<file path="config.mk">
export PLATFORM = sky130hd
export DESIGN_NAME = dti_boost_tx_flat
export DESIGN_NICKNAME = d
export VERILOG_FILES = /design/src/rtl/dti_boost_tx_if.sv /design/src/rtl/dti_boost_tx.sv /design/src/flat_wrapper.sv
export SDC_FILE = /design/constraint.sdc
export NUM_CORES = 1
export LEC_CHECK = 0
export CAP_MARGIN = 10
export CORE_MARGIN = 2
export CORE_UTILIZATION = 30
export CTS_CLUSTER_SIZE = 25
export DETAILED_ROUTE_END_ITERATION = 6
export DONT_BUFFER_PORTS = 1
export SYNTH_ARGS = -nofsm -noshare
export SYNTH_HDL_FRONTEND = slang
export SYNTH_SLANG_ARGS = --single-unit
</file>
<file path="constraint.sdc">
create_clock -name clk -period 2.65 [get_ports clk]
set_input_delay 0.53 -clock clk [delete_from_list [all_inputs] [get_ports clk]]
set_output_delay 0.53 -clock clk [all_outputs]
set_load 0.1 [all_outputs]
</file>
<file path="src/rtl/dti_boost_tx_if.sv">
// Boost channel TX word handshake: core side drives word + request,
// transmitter answers with ready.
interface dti_boost_tx_if #(
    parameter int DATA_WIDTH = 32
);
    logic [DATA_WIDTH-1:0] tx_data_in;
    logic                  tx_wr_req;
    logic                  tx_ready;

    modport master (
        output tx_data_in,
        output tx_wr_req,
        input  tx_ready
    );

    modport slave (
        input  tx_data_in,
        input  tx_wr_req,
        output tx_ready
    );
endinterface

</file>
<file path="src/rtl/dti_boost_tx.sv">
// Boost channel UART transmitter: words out as 8N1 bytes, LSB byte first, CTS gated.
// Define DTI_BOOST_TX_PARITY_EN to add an even parity bit per byte.
module dti_boost_tx #(
    parameter int DATA_WIDTH   = 32,
    parameter int CLKS_PER_BIT = 868
) (
    input  logic          clk,
    input  logic          reset_n,
    dti_boost_tx_if.slave bus,
    input  logic          cts_n,
    output logic          tx,
    output logic          tx_busy,
    output logic          tx_done
);

    localparam int NUM_BYTES = DATA_WIDTH / 8;
    localparam int CNT_W     = $clog2(CLKS_PER_BIT);
    localparam int BYTE_W    = (NUM_BYTES > 1) ? $clog2(NUM_BYTES) : 1;

    localparam logic [CNT_W-1:0]  CNT_MAX  = CNT_W'(CLKS_PER_BIT - 1);
    localparam logic [BYTE_W-1:0] BYTE_MAX = BYTE_W'(NUM_BYTES - 1);

`ifdef DTI_BOOST_TX_PARITY_EN
    typedef enum logic [2:0] {
        IDLE,
        WAIT_CTS,
        START,
        DATA,
        PARITY,
        STOP
    } state_t;
`else
    typedef enum logic [2:0] {
        IDLE,
        WAIT_CTS,
        START,
        DATA,
        STOP
    } state_t;
`endif

    state_t                state;
    logic [CNT_W-1:0]      clk_cnt;
    logic [2:0]            bit_idx;
    logic [BYTE_W-1:0]     byte_idx;
    logic [DATA_WIDTH-1:0] shreg;
    logic                  tx_ready_q;
    logic                  cts_meta;
    logic                  cts_sync;
    logic                  bit_end;
`ifdef DTI_BOOST_TX_PARITY_EN
    logic                  par;
`endif

    assign bus.tx_ready = tx_ready_q;
    assign bit_end      = (clk_cnt == CNT_MAX);

    // Resets to "not clear" so nothing starts before the host is seen.
    always_ff @(posedge clk or negedge reset_n) begin
        if (!reset_n) begin
            cts_meta <= 1'b1;
            cts_sync <= 1'b1;
        end else begin
            cts_meta <= cts_n;
            cts_sync <= cts_meta;
        end
    end

    always_ff @(posedge clk or negedge reset_n) begin
        if (!reset_n) begin
            state      <= IDLE;
            clk_cnt    <= '0;
            bit_idx    <= '0;
            byte_idx   <= '0;
            shreg      <= '0;
            tx         <= 1'b1;
            tx_ready_q <= 1'b1;
            tx_busy    <= 1'b0;
            tx_done    <= 1'b0;
`ifdef DTI_BOOST_TX_PARITY_EN
            par        <= 1'b0;
`endif
        end else begin
            tx_done <= 1'b0;
            unique case (state)
                IDLE: begin
                    if (bus.tx_wr_req && tx_ready_q) begin
                        shreg      <= bus.tx_data_in;
                        byte_idx   <= '0;
                        tx_ready_q <= 1'b0;
                        tx_busy    <= 1'b1;
                        state      <= WAIT_CTS;
                    end
                end
                WAIT_CTS: begin
                    if (!cts_sync) begin
                        tx      <= 1'b0;
                        clk_cnt <= '0;
                        state   <= START;
                    end
                end
                START: begin
                    if (bit_end) begin
                        clk_cnt <= '0;
                        bit_idx <= '0;
                        tx      <= shreg[0];
                        shreg   <= shreg >> 1;
`ifdef DTI_BOOST_TX_PARITY_EN
                        par     <= shreg[0];
`endif
                        state   <= DATA;
                    end else begin
                        clk_cnt <= clk_cnt + 1'b1;
                    end
                end
                // Bytes are contiguous in shreg, so one right shift
                // per bit walks straight into the next byte.
                DATA: begin
                    if (bit_end) begin
                        clk_cnt <= '0;
                        if (bit_idx == 3'd7) begin
`ifdef DTI_BOOST_TX_PARITY_EN
                            tx    <= par;
                            state <= PARITY;
`else
                            tx    <= 1'b1;
                            state <= STOP;
`endif
                        end else begin
                            tx      <= shreg[0];
                            shreg   <= shreg >> 1;
                            bit_idx <= bit_idx + 1'b1;
`ifdef DTI_BOOST_TX_PARITY_EN
                            par     <= par ^ shreg[0];
`endif
                        end
                    end else begin
                        clk_cnt <= clk_cnt + 1'b1;
                    end
                end
`ifdef DTI_BOOST_TX_PARITY_EN
                PARITY: begin
                    if (bit_end) begin
                        clk_cnt <= '0;
                        tx      <= 1'b1;
                        state   <= STOP;
                    end else begin
                        clk_cnt <= clk_cnt + 1'b1;
                    end
                end
`endif
                STOP: begin
                    if (bit_end) begin
                        clk_cnt <= '0;
                        if (byte_idx == BYTE_MAX) begin
                            tx_done    <= 1'b1;
                            tx_ready_q <= 1'b1;
                            tx_busy    <= 1'b0;
                            state      <= IDLE;
                        end else begin
                            byte_idx <= byte_idx + 1'b1;
                            state    <= WAIT_CTS;
                        end
                    end else begin
                        clk_cnt <= clk_cnt + 1'b1;
                    end
                end
                default: state <= IDLE;
            endcase
        end
    end

endmodule

</file>
<file path="src/flat_wrapper.sv">
// flat-port wrapper written by rule: the top's interface ports become plain ports
module dti_boost_tx_flat 
#(
    parameter int DATA_WIDTH   = 32,
    parameter int CLKS_PER_BIT = 868
)
  (clk, reset_n, cts_n, tx, tx_busy, tx_done, bus_tx_data_in, bus_tx_wr_req, bus_tx_ready);
  dti_boost_tx_if #(.DATA_WIDTH(DATA_WIDTH)) bus_i ();
  input  logic clk;
  input  logic reset_n;
  input  logic cts_n;
  output logic tx;
  output logic tx_busy;
  output logic tx_done;
  input wire logic [$bits(bus_i.tx_data_in)-1:0] bus_tx_data_in;
  input wire logic [$bits(bus_i.tx_wr_req)-1:0] bus_tx_wr_req;
  output wire logic [$bits(bus_i.tx_ready)-1:0] bus_tx_ready;
  assign bus_i.tx_data_in = bus_tx_data_in;
  assign bus_i.tx_wr_req = bus_tx_wr_req;
  assign bus_tx_ready = bus_i.tx_ready;
  dti_boost_tx #(.DATA_WIDTH(DATA_WIDTH), .CLKS_PER_BIT(CLKS_PER_BIT)) u_core (.clk(clk), .reset_n(reset_n), .bus(bus_i), .cts_n(cts_n), .tx(tx), .tx_busy(tx_busy), .tx_done(tx_done));
endmodule
</file>
After elaboration in Yosys (flattened, before gate mapping)
Index checks and enable logic that the tools add are counted.
{ "word_totals": {"register_bits": 56, "latchBits": 0, "ramBits": 0, "romBits": 0, "input_bits": 36, "out_inout_bits": 4, "n_memories": 0} }
{ "classes": {"add_sub_neg": 3, "mul": 0, "div": 0, "n_lt_le_gt_ge": 0, "eq_ne": 16, "n_shift": 0, "mux": 40, "bitwise_logic": 0, "reduce_logical": 15} }
{ "ops": {"columns": ["cell", "n"], "rows": [
  ["2-to-1 mux 32 bit", 4],
  ["one-hot mux 32 bit (3 select lines)", 1],
  ["2-to-1 mux 3 bit", 9],
  ["2-to-1 mux 10 bit", 2],
  ["one-hot mux 10 bit (2 select lines)", 1],
  ["AND reduction 4 bit", 4],
  ["one-hot mux 3 bit (5 select lines)", 1],
  ["2-to-1 mux 1 bit", 14],
  ["!= test 2 x 1 -> 1 bit (second input constant)", 6],
  ["adder 10 x 1 -> 10 bit (second input constant)", 1],
  ["== test 10 bit (second input constant)", 1],
  ["== test 3 x 2 -> 1 bit (second input constant)", 2],
  ["== test 3 bit (second input constant)", 2],
  ["2-to-1 mux 2 bit", 3],
  ["!= test 2 bit (second input constant)", 3],
  ["one-hot mux 3 bit (2 select lines)", 1],
  ["AND reduction 6 bit", 1],
  ["nonzero test 2 bit", 3],
  ["nonzero test 3 bit", 2],
  ["AND reduction 5 bit", 1],
  ["one-hot mux 1 bit (2 select lines)", 2],
  ["one-hot mux 2 bit (2 select lines)", 1],
  ["adder 3 x 1 -> 3 bit (second input constant)", 1],
  ["== test 3 x 1 -> 1 bit (second input constant)", 1],
  ["7 further kinds", 7]
]} }

Logic depth before layout (Yosys ltp)
{ "logic_depth": {"word_depth": 4, "depth_mapped": 7, "depth_no_buf": 6} }

Least setup slack after synthesis
No wires, ideal clock.
{ "synth_timing": {"kind": "register to register", "start": "reg u_core.tx_ready_q, in the netlist u_core.bus.tx_ready", "end": "reg u_core.shreg[0]", "setup_time_ns": 0.125, "arrival_ns": 2.039, "required_ns": 2.525, "setup_slack_ns": 0.486, "path_stages_with_launch": 6, "path_buffers": 1, "period_less_slack_ns": 2.164, "cell_sequence": "dfstp_2 -> a21oi_1 -> a2bb2oi_1 -> a211oi_4 -> buf_6 -> mux2_2"} }
{ "synth_via": {"elab_chain_cells": 3} }
{ "synth_lines": {"columns": ["element", "line", "rtl"], "rows": [
  ["start: declaration", "dti_boost_tx.sv:47", "logic tx_ready_q;"],
  ["start signal: assignment", "dti_boost_tx.sv:77", "tx_ready_q <= 1'b1;"],
  ["start signal: assignment", "dti_boost_tx.sv:90", "tx_ready_q <= 1'b0;"],
  ["start signal: assignment", "dti_boost_tx.sv:157", "tx_ready_q <= 1'b1;"],
  ["logical AND 1 bit", "dti_boost_tx.sv:87", "if (bus.tx_wr_req && tx_ready_q) begin"],
  ["!= test 2 x 1 -> 1 bit (no source line)", null, null],
  ["AND reduction 5 bit (no source line)", null, null],
  ["end signal: assignment", "dti_boost_tx.sv:88", "shreg <= bus.tx_data_in;"],
  ["end signal: assignment", "dti_boost_tx.sv:107", "shreg <= shreg >> 1;"],
  ["end signal: assignment", "dti_boost_tx.sv:131", "shreg <= shreg >> 1;"],
  ["end: declaration", "dti_boost_tx.sv:46", "logic [DATA_WIDTH-1:0] shreg;"]
]} }
No other way between the ends.
A chain may end at the register's enable or synchronous reset.

Final worst setup path
{ "layout_timing": {"start": "reg u_core.clk_cnt[0]", "end": "reg u_core.shreg[30]"} }
{ "layout_via": {"elab_chain_cells": 3} }
{ "layout_lines": {"columns": ["element", "line", "rtl"], "rows": [
  ["start: declaration", "dti_boost_tx.sv:43", "logic [CNT_W-1:0] clk_cnt;"],
  ["start signal: assignment", "dti_boost_tx.sv:113", "clk_cnt <= clk_cnt + 1'b1;"],
  ["start signal: assignment", "dti_boost_tx.sv:138", "clk_cnt <= clk_cnt + 1'b1;"],
  ["start signal: assignment", "dti_boost_tx.sv:165", "clk_cnt <= clk_cnt + 1'b1;"],
  ["== test 10 bit *", "dti_boost_tx.sv:56", "assign bit_end = (clk_cnt == CNT_MAX);"],
  ["!= test 2 x 1 -> 1 bit (no source line)", null, null],
  ["AND reduction 5 bit (no source line) *", null, null]
]} }
Mark *: on every way between the ends. The rest lies on a longest branch, timed or not.

==> results by stage <==
Outcome:
- The flow ran to the end, and the final reports show no timing, DRC or antenna violations.

CTS:
- In this run the number of H-tree levels came out at 2.
- Clock-pin slew was measured on the worst setup and hold paths at 0.11 ns.
- The CTS root buffer is sky130_fd_sc_hd__clkbuf_8.
- The CTS tree is done.
- The buffer levels on the longest clock path is 2.
- The number of CTS-inserted buffers is 5.
- The number of clock sinks is 56.
- The clock latency reported for the late side of the worst-skew pair is 0.32 ns.
- The number of setup buffers added after CTS is 0.

STA:
- The worst-case clock skew is 0.0121 ns.
- The number of failing setup endpoints in the final timing report is 0.
- In the final timing run, aggregate negative setup slack is 0 ns.
- The time the final worst path needs with I/O delays and setup is 2.20 ns.
- The max-slew violation count is 0.
- In the finished design, the share of the clock period the worst path needs comes to 0.830.
- The number of hold violations in the final report is 0.
- Setup repair after global routing left no endpoint under its margin.
- Measured against its own limit, the worst slew margin works out to 0.419.
- For the pin with the worst max-slew slack, the measured transition is 0.872 ns.
- Timing would allow up to 455 MHz.

Power and ir drop:
- VDD sags by at most 0.183 mV.
- For this design the ratio of total power to cell area is 426 nW/um2.
- For this design the static power due to leakage is 1.55 nW.

Setup path:
- The kind of cell with the highest combined delay along the critical path is simple AND/OR/NAND/NOR gates.
- The worst setup path is of the flip-flop to flip-flop kind.
- The maximum net fanout on the critical path is 32.
- The worst endpoint required time is 2.85 ns.
- The critical path starts at u_core.clk_cnt[0].
- The worst setup path is captured at a flip-flop.
- The origin of the critical flop-to-flop path is u_core.clk_cnt[0].
- The slowest cell on the critical path is sky130_fd_sc_hd__dfrtp_1.
- Walking the worst path, the cells encountered are ha_1, and4b_1, nand3_2, a211oi_4, buf_12, mux2_2.
- The number of buffers and inverters on the critical path is 1.
- The critical path startpoint category is a flip-flop.
- In this design, the stage delay of the slowest critical-path cell is 0.42 ns.
- The critical path data arrival time is 2.40 ns.

Detailed routing:
- The residual DRC count is 0.
- For this block, the routed nets add up to 5.87 mm of wire.
- The DRC violation total after the first TritonRoute iteration is 107.
- The iteration count of the initial detailed-routing pass is 4.
- Dividing the detail-routed via count by the number of cells gives 4.90.
- The mean routed wirelength per cell is 13.3 um.
- The detailed-route via count is 2159.
- The remaining number of nets flagged by the antenna check after routing is 0.

Synth:
- The cell count after synthesis is 308.
- Synthesis inferred 56 register bits.
- The dominant synthesized flop cell is sky130_fd_sc_hd__dfrtp_1.
- The mean instance size in the synthesized netlist is 9.53 um2.
- After synthesis, the cell types taking the most area are sky130_fd_sc_hd__dfrtp_1, sky130_fd_sc_hd__nand2_1, sky130_fd_sc_hd__mux2_2, sky130_fd_sc_hd__dfstp_2, sky130_fd_sc_hd__a31oi_1.
- Counting flops with a built-in enable in the synthesized netlist gives 0.
- The dominant combinational cell family by area after synthesis is simple AND/OR/NAND/NOR gates.
- The fraction of the mapped netlist area in compound gates is 0.0954.
- The share of the Yosys chip area taken by registers is 0.479.
- Of the total synthesized cell area, the portion taken by XOR and XNOR cells is 0.
- The share of synthesized area in the top cell type comes to 0.443.
- The unique cell type count in the Yosys netlist is 47.
- The multiplexer fraction of the synthesized cell area is 0.130.
- The post-synthesis simple-gate area fraction is 0.239.
- The mapped netlist covers 2940 um2.
- The post-synthesis net count is 348.
- Yosys printed 0 warnings.
- The synthesized design spends more area on one cell type than any other, namely sky130_fd_sc_hd__dfrtp_1.
- The adder-cell share of the synthesized area is 0.0170.
- After synthesis, the share of flip-flops with an asynchronous set or reset is 1.00.

Final layout:
- Summing all multi-input logic gate instances after layout gives 1410 um2.
- The net count of the finished layout is 347.
- The library cell used most frequently in the layout, excluding fill and tap cells, is sky130_fd_sc_hd__nand2_1.
- The combined flip-flop and latch cell area is 1410 um2.
- In the layout the commonest cells are sky130_fd_sc_hd__nand2_1, sky130_fd_sc_hd__dfrtp_1, sky130_fd_sc_hd__mux2_2, sky130_fd_sc_hd__nand3_1, sky130_fd_sc_hd__a31oi_1.
- The number of antenna diodes is 0.
- The area growth from synthesis to final layout is 8.82%.
- The number of filler instances in the final layout is 1038.
- The number of standard cells in the final layout excluding fillers is 441.
- The fraction of final layout cells with drive strength greater than 1 is 0.188.

Placed design:
- Detailed placement ended at an HPWL of 4.10 mm.
- In this run, placement finished with an instance count of 432.
- The count of buffers added on input and output ports is 0.
- The congestion estimate from routability-driven global placement came to 0.848.

Run:
- The max-capacitance violation count is 0.

Hold path:
- The tightest min-delay check is of the input port to async pin type.

Global routing:
- The first global-routing pass estimated 10.3 mm of wire.
- The pin count of the biggest net entering global routing is 53.
- After global routing the overflow that remains totals 0.
- The initial antenna violation count is 0.
- The number of global-route vias before repair is 2255.
- The global router's overall resource usage is 0.121.

Floorplan:
- The placeable core area is 9640 um2.
- The initial core utilization is 0.305.
- The number of rows created at floorplan is 36.
- The die span in x is 103 um.
- The number of top-level pins is 40.
- The floorplan step defined a die boundary enclosing 10600 um2.
- The die extent in y is 103 um.
## worst register-to-register path, cell delays in order, from the launching register on
cell                       delay, ns
sky130_fd_sc_hd__dfrtp_1        0.42
sky130_fd_sc_hd__ha_1           0.23
sky130_fd_sc_hd__and4b_1        0.33
sky130_fd_sc_hd__nand3_2        0.18
sky130_fd_sc_hd__a211oi_4       0.32
sky130_fd_sc_hd__buf_12         0.24
sky130_fd_sc_hd__mux2_2         0.38
## through the flow
step           setup slack [ns]  hold slack (ns)  total power, mW  utilization  area (um2)
2_1_floorplan             0.486            0.234            0.875            -        2940
3_3_place_gp              0.571            0.237            0.875        0.319        3080
3_5_place_dp              0.503            0.237            0.875        0.319        3080
4_1_cts                   0.475           0.0286             1.39        0.332        3200
5_1_grt                   0.312           0.0241             1.42        0.332        3200
6_report                  0.452           0.0359             1.36        0.332        3200
## area by class of cell
class	instances	share of cell area
Multi-Input combinational cell	230	0.442
Clock inverter	3	0.00666
Timing Repair Buffer	9	0.0313
Inverter	5	0.00587
Tap cell	133	0.0521
Clock buffer	5	0.0215
Sequential cell	56	0.440
## sequential cells by signal (all words and copies together) (netlist names)
register and flops:
u_core.state 3, u_core.cts_meta 1, u_core.bit_idx 3, u_core.tx_done 1
u_core.tx_busy 1, u_core.clk_cnt 10, u_core.cts_sync 1, u_core.byte_idx 2
u_core.bus.tx_ready 1, u_core.tx 1, u_core.shreg 32
## cell families (layout without fill, tap and decap cells)
logic type | after synthesis | in the layout
fa+ha+maj | 4 | 4
simple gates | 153 | 153
flops | 56 | 56
compound gates | 39 | 39
mux | 34 | 34
buf+inv | 22 | 22
## power by group
group          switching (mW)  total [mW]  internal (mW)
clock                   0.296       0.484          0.189
sequential           0.000728       0.858          0.857
combinational          0.0148      0.0197        0.00496
total                   0.311        1.36           1.05
## path summary, 6_finish.rpt
kind	slack, ns	cells past startpoint	to
max reg2reg	0.45	6	u_core.shreg[30]
min in group clk	0.21	0	u_core.cts_meta
max in group asynchronous	2.35	1	u_core.shreg[3]
min	0.04	0	u_core.bus.tx_ready
max	0.45	6	u_core.shreg[30]
min reg2reg	0.36	0	u_core.cts_sync
## per-layer routing
| layer | track usage | share of wire | vias to the layer above |
|---|---|---|---|
| li1 | - | - | 1070 |
| met1 | 0.155 | 0.47 | 1049 |
| met2 | 0.207 | 0.48 | 33 |
| met3 | 0.0258 | 0.035 | 7 |
| met4 | 0.0354 | 0.015 | 0 |
| met5 | 0 | 0 | - |
## Yosys cell counts (2+ instances only)
| library cell | number |
|---|---|
| sky130_fd_sc_hd__a211o_1 | 2 |
| sky130_fd_sc_hd__a21oi_1 | 8 |
| sky130_fd_sc_hd__a22o_1 | 3 |
| sky130_fd_sc_hd__a31oi_1 | 9 |
| sky130_fd_sc_hd__and2_1 | 2 |
| sky130_fd_sc_hd__and3_1 | 5 |
| sky130_fd_sc_hd__and4_1 | 2 |
| sky130_fd_sc_hd__buf_2 | 3 |
| sky130_fd_sc_hd__buf_6 | 4 |
| sky130_fd_sc_hd__clkbuf_1 | 10 |
| sky130_fd_sc_hd__dfrtp_1 | 52 |
| sky130_fd_sc_hd__dfstp_2 | 4 |
| sky130_fd_sc_hd__ha_1 | 4 |
| sky130_fd_sc_hd__inv_1 | 5 |
| sky130_fd_sc_hd__mux2_2 | 33 |
| sky130_fd_sc_hd__nand2_1 | 104 |
| sky130_fd_sc_hd__nand2b_1 | 2 |
| sky130_fd_sc_hd__nand3_1 | 11 |
| sky130_fd_sc_hd__nand4_1 | 5 |
| sky130_fd_sc_hd__nor2_1 | 6 |
| sky130_fd_sc_hd__nor2b_1 | 2 |
| sky130_fd_sc_hd__o211ai_1 | 2 |
| sky130_fd_sc_hd__o21ai_0 | 5 |
| sky130_fd_sc_hd__or2b_1 | 2 |
## repair_timing
action,CTS,global route
endpoints found under the hold margin,52,0
hold buffers,1,0
gates resized for setup,0,0
Note: power is estimated with default switching activity, not from simulation.
